$ cat src/rtl/guvm_inst_feeder_if.sv
`default_nettype none
// ============================================================================
//  Module   : guvm_inst_feeder_if
//  Purpose  : Bundles the instruction-push and core-fetch signals of
//             guvm_inst_feeder into one interface.
//  Signals  : inst_in/inst_valid/inst_ready - instruction push handshake
//             fetch_req/flush               - core fetch strobe and flush
//             icache_data/hold/mds          - instruction delivery to core
//             starve                        - NOP-injection pulse
//             count                         - FIFO occupancy
//  Modports : master - bench driver / core side
//             slave  - the feeder itself
//  Revision : 1.0 - initial release
// ============================================================================
interface guvm_inst_feeder_if #(
   parameter int DEPTH = 8
);
   logic [31:0]                  inst_in;
   logic                         inst_valid;
   logic                         inst_ready;
   logic                         fetch_req;
   logic                         flush;
   logic [31:0]                  icache_data;
   logic                         icache_hold;
   logic                         icache_mds;
   logic                         starve;
   logic [$clog2(DEPTH+1)-1:0]   count;

   modport master (
      output inst_in, inst_valid, fetch_req, flush,
      input  inst_ready, icache_data, icache_hold, icache_mds, starve, count
   );

   modport slave (
      input  inst_in, inst_valid, fetch_req, flush,
      output inst_ready, icache_data, icache_hold, icache_mds, starve, count
   );
endinterface
`default_nettype wire

$ cat src/rtl/guvm_inst_feeder.sv
`default_nettype none
// ============================================================================
//  Module   : guvm_inst_feeder
//  Purpose  : Instruction FIFO that feeds a core's icache port. Fetches are
//             served from the FIFO head with one cycle of latency; an empty
//             FIFO stalls the core (icache_hold=0) and, if starvation lasts
//             STALL_LIMIT cycles, a NOP word is injected instead.
//  Ports    : clk  - rising-edge clock
//             rst  - synchronous active-high reset
//             bus  - guvm_inst_feeder_if.slave (push, fetch, flush, delivery)
//  Revision : 1.0 - initial release
// ============================================================================
module guvm_inst_feeder #(
   parameter int          DEPTH       = 8,
   parameter logic [31:0] NOP_WORD    = 32'h01000000,
   parameter int          STALL_LIMIT = 16
) (
   input  wire logic           clk,
   input  wire logic           rst,
   guvm_inst_feeder_if.slave   bus
);
   localparam int c_AW = $clog2(DEPTH);
   localparam int c_CW = $clog2(DEPTH + 1);
   localparam logic [c_CW-1:0] c_DEPTH_CNT = c_CW'(DEPTH);
   localparam logic [7:0]      c_STALL_MAX = 8'(STALL_LIMIT - 1);

   typedef enum logic [0:0] {
      ST_IDLE = 1'b0,
      ST_WAIT = 1'b1
   } state_t;

   state_t            r_state, w_state_nxt;
   logic [31:0]       r_mem [DEPTH];
   logic [c_AW-1:0]   r_wr_ptr, r_rd_ptr;
   logic [c_CW-1:0]   r_count;
   logic [7:0]        r_stall, w_stall_nxt;
   logic [31:0]       r_data, w_data_nxt;
   logic              r_hold, w_hold_nxt;
   logic              r_mds, w_mds_nxt;
   logic              r_starve, w_starve_nxt;
   logic              w_ready, w_empty, w_push, w_pop;

   assign w_ready = (r_count < c_DEPTH_CNT);
   assign w_empty = (r_count == '0);
   // Readiness comes from the registered count, so a pop in a full cycle
   // frees a slot only from the next cycle on. Flush drops any push.
   assign w_push  = bus.inst_valid && w_ready && !bus.flush;

   assign bus.inst_ready  = w_ready;
   assign bus.count       = r_count;
   assign bus.icache_data = r_data;
   assign bus.icache_hold = r_hold;
   assign bus.icache_mds  = r_mds;
   assign bus.starve      = r_starve;

   always_comb begin
      w_state_nxt  = r_state;
      w_stall_nxt  = r_stall;
      w_pop        = 1'b0;
      w_data_nxt   = r_data;
      w_hold_nxt   = r_hold;
      w_mds_nxt    = 1'b0;
      w_starve_nxt = 1'b0;
      if (bus.flush) begin
         w_state_nxt = ST_IDLE;
         w_stall_nxt = '0;
         w_data_nxt  = NOP_WORD;
         w_hold_nxt  = 1'b1;
      end else begin
         case (r_state)
            ST_IDLE: begin
               if (bus.fetch_req) begin
                  if (!w_empty) begin
                     w_pop      = 1'b1;
                     w_data_nxt = r_mem[r_rd_ptr];
                     w_hold_nxt = 1'b1;
                     w_mds_nxt  = 1'b1;
                  end else begin
                     w_state_nxt = ST_WAIT;
                     w_stall_nxt = '0;
                     w_hold_nxt  = 1'b0;
                  end
               end
            end
            ST_WAIT: begin
               // fetch_req is ignored here: one request is already pending.
               if (!w_empty) begin
                  w_pop       = 1'b1;
                  w_data_nxt  = r_mem[r_rd_ptr];
                  w_hold_nxt  = 1'b1;
                  w_mds_nxt   = 1'b1;
                  w_state_nxt = ST_IDLE;
               end else if (r_stall == c_STALL_MAX) begin
                  w_data_nxt   = NOP_WORD;
                  w_hold_nxt   = 1'b1;
                  w_mds_nxt    = 1'b1;
                  w_starve_nxt = 1'b1;
                  w_state_nxt  = ST_IDLE;
                  w_stall_nxt  = '0;
               end else begin
                  w_stall_nxt = r_stall + 8'd1;
               end
            end
            default: begin
               w_state_nxt = ST_IDLE;
            end
         endcase
      end
   end

   always_ff @(posedge clk) begin
      if (rst) begin
         r_state  <= ST_IDLE;
         r_stall  <= '0;
         r_count  <= '0;
         r_wr_ptr <= '0;
         r_rd_ptr <= '0;
         r_data   <= NOP_WORD;
         r_hold   <= 1'b1;
         r_mds    <= 1'b0;
         r_starve <= 1'b0;
      end else begin
         r_state  <= w_state_nxt;
         r_stall  <= w_stall_nxt;
         r_data   <= w_data_nxt;
         r_hold   <= w_hold_nxt;
         r_mds    <= w_mds_nxt;
         r_starve <= w_starve_nxt;
         if (bus.flush) begin
            r_count  <= '0;
            r_wr_ptr <= '0;
            r_rd_ptr <= '0;
         end else begin
            // DEPTH is a power of two, so pointer overflow is the wrap.
            if (w_push) r_wr_ptr <= r_wr_ptr + c_AW'(1);
            if (w_pop)  r_rd_ptr <= r_rd_ptr + c_AW'(1);
            r_count <= r_count + c_CW'(w_push) - c_CW'(w_pop);
         end
      end
   end

   // Storage needs no reset: occupancy alone decides what is readable.
   always_ff @(posedge clk) begin
      if (!rst && w_push) r_mem[r_wr_ptr] <= bus.inst_in;
   end
endmodule
`default_nettype wire

$ cat src/flat_wrapper.sv
// flat-port wrapper written by rule: the top's interface ports become plain ports
module guvm_inst_feeder_flat 
#(
   parameter int          DEPTH       = 8,
   parameter logic [31:0] NOP_WORD    = 32'h01000000,
   parameter int          STALL_LIMIT = 16
)
  (clk, rst, bus_inst_in, bus_inst_valid, bus_fetch_req, bus_flush, bus_inst_ready, bus_icache_data, bus_icache_hold, bus_icache_mds, bus_starve, bus_count);
  guvm_inst_feeder_if #(.DEPTH(DEPTH)) bus_i ();
  input  wire logic clk;
  input  wire logic rst;
  input wire logic [$bits(bus_i.inst_in)-1:0] bus_inst_in;
  input wire logic [$bits(bus_i.inst_valid)-1:0] bus_inst_valid;
  input wire logic [$bits(bus_i.fetch_req)-1:0] bus_fetch_req;
  input wire logic [$bits(bus_i.flush)-1:0] bus_flush;
  output wire logic [$bits(bus_i.inst_ready)-1:0] bus_inst_ready;
  output wire logic [$bits(bus_i.icache_data)-1:0] bus_icache_data;
  output wire logic [$bits(bus_i.icache_hold)-1:0] bus_icache_hold;
  output wire logic [$bits(bus_i.icache_mds)-1:0] bus_icache_mds;
  output wire logic [$bits(bus_i.starve)-1:0] bus_starve;
  output wire logic [$bits(bus_i.count)-1:0] bus_count;
  assign bus_i.inst_in = bus_inst_in;
  assign bus_i.inst_valid = bus_inst_valid;
  assign bus_i.fetch_req = bus_fetch_req;
  assign bus_i.flush = bus_flush;
  assign bus_inst_ready = bus_i.inst_ready;
  assign bus_icache_data = bus_i.icache_data;
  assign bus_icache_hold = bus_i.icache_hold;
  assign bus_icache_mds = bus_i.icache_mds;
  assign bus_starve = bus_i.starve;
  assign bus_count = bus_i.count;
  guvm_inst_feeder #(.DEPTH(DEPTH), .NOP_WORD(NOP_WORD), .STALL_LIMIT(STALL_LIMIT)) u_core (.clk(clk), .rst(rst), .bus(bus_i));
endmodule
$ cat config.mk
export PLATFORM = sky130hd
export DESIGN_NAME = guvm_inst_feeder_flat
export DESIGN_NICKNAME = d
export VERILOG_FILES = /design/src/rtl/guvm_inst_feeder_if.sv /design/src/rtl/guvm_inst_feeder.sv /design/src/flat_wrapper.sv
export SDC_FILE = /design/constraint.sdc
export NUM_CORES = 1
export LEC_CHECK = 0
export CORE_MARGIN = 2
export CORE_UTILIZATION = 54
export CTS_BUF_LIST = sky130_fd_sc_hd__clkbuf_8
export CTS_CLUSTER_DIAMETER = 120
export DETAILED_ROUTE_END_ITERATION = 6
export DONT_BUFFER_PORTS = 1
export PLACE_DENSITY_LB_ADDON = 0.25
export SYNTH_ARGS = -nofsm -noshare
export SYNTH_HDL_FRONTEND = slang
export SYNTH_SLANG_ARGS = --single-unit
export TNS_END_PERCENT = 100
$ cat constraint.sdc
create_clock -name clk -period 3.71 [get_ports clk]
set_input_delay 0.5565 -clock clk [delete_from_list [all_inputs] [get_ports clk]]
set_output_delay 0.5565 -clock clk [all_outputs]
set_load 0.02 [all_outputs]
=== After elaboration in Yosys (flattened, before gate mapping) ===
Memory sizes are Yosys's and may differ from the RTL's. A register that Yosys moved wholly into a read port is not among the register bits.
Index checks and enable logic that the tools add are counted.

* $add $sub $neg: 5
* Magnitude comparators: 1
* Eq/ne operators: 6
* Mux-type cells: 30
* Bitwise gates (word level): 2
* Reduce and logical (&&, ||, !) cells: 11

{| class="wikitable"
|+ Operators by type and width
! cell !! number
|-
| $mux W32 || 4
|-
| $pmux W32 S2 || 1
|-
| $mux W8 || 4
|-
| $pmux W8 S2 || 1
|-
| $mux W1 || 14
|-
| $add A8 B1 Y8 const B || 1
|-
| $eq A8 B4 Y1 const B || 1
|-
| $pmux W1 S2 || 4
|-
| $add A3 B1 Y3 const B || 2
|-
| $mux W3 || 2
|-
| $ne A2 B2 Y1 const B || 3
|-
| $reduce_and A3 Y1 || 2
|-
| $add A4 B1 Y4 || 1
|-
| $logic_not A4 Y1 || 1
|-
| $lt A4 B4 Y1 const B || 1
|-
| $reduce_or A4 Y1 || 1
|-
| $sub A4 B1 Y4 || 1
|-
| $logic_and A1 B1 Y1 || 3
|-
| $ne A3 B3 Y1 const B || 1
|-
| $logic_not A1 Y1 || 2
|-
| $ne A2 B1 Y1 const B || 1
|-
| $not A1 Y1 || 2
|-
| $reduce_and A2 Y1 || 1
|-
| $reduce_or A2 Y1 || 1
|}

* Bits in registers: 54
* Bits in writable memories: 256
* Word-level logic and storage cells: 65
* Memories: 1

{| class="wikitable"
|+ Memory list
! name !! words !! bits a word !! rd ports !! clocked after Yosys merged registers in !! write ports !! RTL line !! source
|-
| u_core.r_mem || 8 || 32 || 1 || 1 || 1 || guvm_inst_feeder.sv:33 || <nowiki>logic [31:0] r_mem [DEPTH];</nowiki>
|}

=== Depth between registers and ports, before layout ===
* Depth in word-level cells: 7
* Gate-level depth with buffers: 11
* Mapped depth without buffers: 11

=== Least setup slack after synthesis ===
Ideal clock, no wire load.

* Path type: input-to-reg
* From: in bus_flush
* To: mem u_core.r_mem[1][0] (enable)
* Setup time: 0.461 ns
* Arrival: 3.253 ns
* Data required time: 3.249 ns
* Setup slack: -0.004 ns
* Stages on the path: 3
* Path buffers: 0
* Cells stage by stage: nor3b_1 > nand3b_1 > nor3_1

* Longest elaborated chain between the ends: 5

{| class="wikitable"
|+ RTL lines
! what !! RTL line !! source
|-
| start: declaration || flat_wrapper.sv:15 || <nowiki>input wire logic [$bits(bus_i.flush)-1:0] bus_flush;</nowiki>
|-
| $logic_not A1 Y1 || guvm_inst_feeder.sv:47 || <nowiki>assign w_push = bus.inst_valid && w_ready && !bus.flush;</nowiki>
|-
| $logic_and A1 B1 Y1 || guvm_inst_feeder.sv:47 ||
|-
| $logic_and A1 B1 Y1 || guvm_inst_feeder.sv:144 || <nowiki>if (!rst && w_push) r_mem[r_wr_ptr] <= bus.inst_in;</nowiki>
|-
| $mux W1 || guvm_inst_feeder.sv:144 ||
|-
| $mux W1 (implied by the code) || guvm_inst_feeder.sv:144 ||
|-
| end: declaration || guvm_inst_feeder.sv:33 ||
|}

Every way passes these cells.

=== Worst setup path after layout ===
* From: reg u_core.r_count[3], in the netlist u_core.bus.count[3]
* To: reg u_core.r_data[15], in the netlist u_core.bus.icache_data[15]

* Longest elaborated chain between the ends: 3
* Elaborated cells on any way between the ends: 6
* Those cells by class: 2 x eq/ne; 2 x mux; 2 x reduce/logical

{| class="wikitable"
|+ RTL lines
! what !! RTL line !! source
|-
| start: declaration || guvm_inst_feeder.sv:35 || <nowiki>logic [c_CW-1:0] r_count;</nowiki>
|-
| start signal: assignment || guvm_inst_feeder.sv:137 || <nowiki>r_count <= r_count + c_CW'(w_push) - c_CW'(w_pop);</nowiki>
|-
| $logic_not A4 Y1 * || guvm_inst_feeder.sv:44 || <nowiki>assign w_empty = (r_count == '0);</nowiki>
|-
| $ne A3 B3 Y1 (no line) (tied with other cells) || n/a ||
|-
| $reduce_and A3 Y1 (no line) or $pmux W32 S2 (tied branches) || n/a ||
|-
| end signal: assignment || guvm_inst_feeder.sv:125 || <nowiki>r_data <= w_data_nxt;</nowiki>
|-
| end: declaration || guvm_inst_feeder.sv:37 || <nowiki>logic [31:0] r_data, w_data_nxt;</nowiki>
|}

Mark *: on every way between the ends. The rest lies on a longest branch, timed or not.
A chain may end at the register's enable or synchronous reset.

==> impl_metrics.env <==
export IMPL_drc=0
export IMPL_rrSetupSlack_ns=1.11
export IMPL_coreArea_sq_um=21800
export IMPL_synth_most_common_cell="edfxtp_1"
export IMPL_max_cap_violations=0
export IMPL_ir_drop_mv=0.370
export IMPL_crit_fanout=18
export IMPL_syn_area_per_cell_sq_um=20.7
export IMPL_reg2reg_depth=8
export IMPL_synth_largest_area_cell="edfxtp_1"
export IMPL_syn_area_sq_um=11900
export IMPL_finClkSkew_ns=0.0169
export IMPL_synthTopCellsByCount="edfxtp_1, dfxtp_1, mux4_1"
export IMPL_num_rows=54
export IMPL_critical_path_endpoint_type="flip-flop"
export IMPL_tns_ns=0
export IMPL_drive_gt1_share_pct=24.3
export IMPL_relSlewSlack_pct=34.2
export IMPL_die_height_um=153
export IMPL_grt_pass1_wl_mm=33.6
export IMPL_async_flop_share_pct=0
export IMPL_grt_usage_pct=18.8
export IMPL_hold_buffers=0
export IMPL_first_iter_violations=346
export IMPL_design_area_sq_um=13300
export IMPL_rsz0062_at_grt="no"
export IMPL_overflow=0
export IMPL_post_place_cells=845
export IMPL_antenna_found_initial=0
export IMPL_yosysWarnings=0
export IMPL_hpwl_mm=12.6
export IMPL_synth_area_top_cells="edfxtp_1, dfxtp_1, mux4_1, mux4_2, mux2_2"
export IMPL_finalNetCount=663
export IMPL_synth_main_ff_cell="edfxtp_1"
export IMPL_wirelength_mm=21.8
export IMPL_vias=5499
export IMPL_min_to="u_core.r_mem[5][11]"
export IMPL_cts_tree="yes"
export IMPL_diodes=0
export IMPL_syn_to_final_growth_pct=11.7
export IMPL_gp_congestion=0.715
export IMPL_ys_seq_area_share_pct=73.9
export IMPL_synth_edf_count=256
export IMPL_cp_start_kind="flip-flop"
export IMPL_postCtsSetupRepairBufs=0
export IMPL_p_per_area_nw_per_um2=515
export IMPL_crit_arrival_ns=3.04
export IMPL_r2r_start="u_core.bus.count[3]"
export IMPL_status="complete, no violations"
export IMPL_syn_inst=576
export IMPL_io_pins=77
export IMPL_fin_crit_sh_pct=70.2
export IMPL_cts_resized=0
export IMPL_cts_buffers=50
export IMPL_max_freq_mhz=384
export IMPL_postRouteAntennaNets=0
export IMPL_fp_dieW_um=153
export IMPL_clk_latency_ns=0.56
export IMPL_period_minus_slack_ns=2.60
export IMPL_hold_path_class="primary input to flip-flop"
export IMPL_grt_pass1_vias=5864
export IMPL_critPathKind="flip-flop to flip-flop"
export IMPL_cts_sinks=313
export IMPL_place_area_sq_um=12400
export IMPL_report_final_slew_viol_count=0
export IMPL_start_util_pct=54.9
export IMPL_min_path_cells=0
export IMPL_setup_violations=0
export IMPL_yosysTopAreaCellShare_pct=64.4
export IMPL_fin_cells=939
export IMPL_cts_buffer_depth=3
export IMPL_hp_start="bus_inst_in[11]"
export IMPL_syn_nets=622
export IMPL_tightest_slew_ns=0.987
export IMPL_path_clk_slew_ns=0.07
export IMPL_wire_per_inst_um=23.2
export IMPL_htree_levels=2
export IMPL_first_pass_iters=4
export IMPL_dieArea_sq_um=23300
export IMPL_required_ns=4.14
export IMPL_ys_types=48
export IMPL_grt_max_degree=49
export IMPL_root_buffer="clkbuf_8"
export IMPL_synth_seq_cells=313
export IMPL_r2r_end="u_core.bus.icache_data[15]"
export IMPL_finalHoldViolations=0
export IMPL_drt_vias_per_instance=5.86
export IMPL_portBuffers=0
export IMPL_p_leak_nw=4.35
## flip-flops by register name, summed over array words and instances, names as in the netlist, named ones only
signal,count
u_core.r_mem,256
u_core.bus.icache_data,32
u_core.r_stall,8
u_core.bus.count,4
u_core.r_rd_ptr,3
u_core.r_wr_ptr,3
u_core.bus.icache_hold,1
u_core.bus.icache_mds,1
u_core.bus.starve,1
u_core.r_state,1
## metal layers
layer  track usage [%]  part of all wire (%)
met1              25.4                    42
met2              30.2                    49
met3              4.72                   7.4
met4              6.75                   2.2
met5                 0                     0
## how the worst max path moves through the flow
stage,start,to,slack (ns),cells past startpoint
2_1_floorplan,bus_flush,u_core.r_mem[0][0],0.04,3
3_3_place_gp,bus_flush,u_core.r_mem[3][0],1.0,4
3_5_place_dp,bus_flush,u_core.r_mem[3][28],0.98,4
4_1_cts,u_core.bus.count[3],u_core.bus.icache_data[15],1.08,8
5_1_grt,u_core.bus.count[3],u_core.bus.icache_data[15],0.97,8
6_report,u_core.bus.count[3],u_core.bus.icache_data[15],1.11,8
## cell type report
cell class / instances / area (sq um)
multi-input cells: 228 / 2950
clock inverters: 34 / 163
well taps: 280 / 350
flip-flops and latches: 313 / 8830
inverters: 7 / 26.3
fillers: 1492 / 8410
clock buffers: 60 / 826
repair buffers: 17 / 190
## stage by stage
step           worst slack (ns)  hold slack [ns]  util (%)  power [mW]
6_report                   1.11           0.0918      61.3        6.88
5_1_grt                   0.969           0.0555      61.3        7.11
4_1_cts                    1.08           0.0532      61.3        6.95
3_5_place_dp              0.981            0.516      56.8        4.14
3_3_place_gp              0.999            0.485      56.8        4.14
2_1_floorplan            0.0447            0.471         -        4.09
## kinds of logic (layout without fill, tap and decap cells)
group / count (synthesis) / in the layout / share of synthesized area (%)
buffers and inverters: 35 / 118 / 1.92
XOR/XNOR: 7 / 7 / 0.513
adder cells (fa/ha/maj): 9 / 9 / 1.01
AO/OA/AOI/OAI: 53 / 53 / 3.48
flip-flops: 313 / 313 / 73.9
AND/OR/NAND/NOR: 60 / 60 / 2.74
multiplexers: 99 / 99 / 16.4
## placed cells by master, fill, tap and decap left out, types with 2 or more instances in the layout
cell type,synthesis,layout
a21oi_1,7,7
a22o_1,33,33
a31oi_1,2,2
and2_1,2,2
and3_1,2,2
buf_12,3,5
buf_4,3,12
clkbuf_8,0,60
clkinv_1,0,9
clkinv_2,0,7
dfxtp_1,57,54
dfxtp_2,0,2
edfxtp_1,256,256
ha_1,8,8
inv_1,7,24
mux2_2,31,31
mux2i_1,4,4
mux4_1,35,35
mux4_2,29,29
nand2_1,5,5
nand2b_1,2,2
nand3_1,3,3
nand3b_1,2,2
nor2_1,27,21
nor2_4,0,6
nor3_1,5,3
nor3_4,0,2
o21ai_1,5,5
xnor2_1,6,6
## critical path, cell delays in order (launching register included)
cell     delay [ns]
dfxtp_1        0.39
inv_1          0.23
ha_1           0.21
nor3b_2        0.33
nor2_1         0.09
buf_4          0.17
o211a_1        0.51
buf_12         0.30
a22o_1         0.21
## power by group
part	total [mW]	switching, mW	internal (mW)	leakage, nW
combinational	0.184	0.0989	0.0853	1.00
clock	2.81	1.28	1.53	0.578
sequential	3.88	0.0493	3.84	2.77
(Power assumes the default switching activity.)
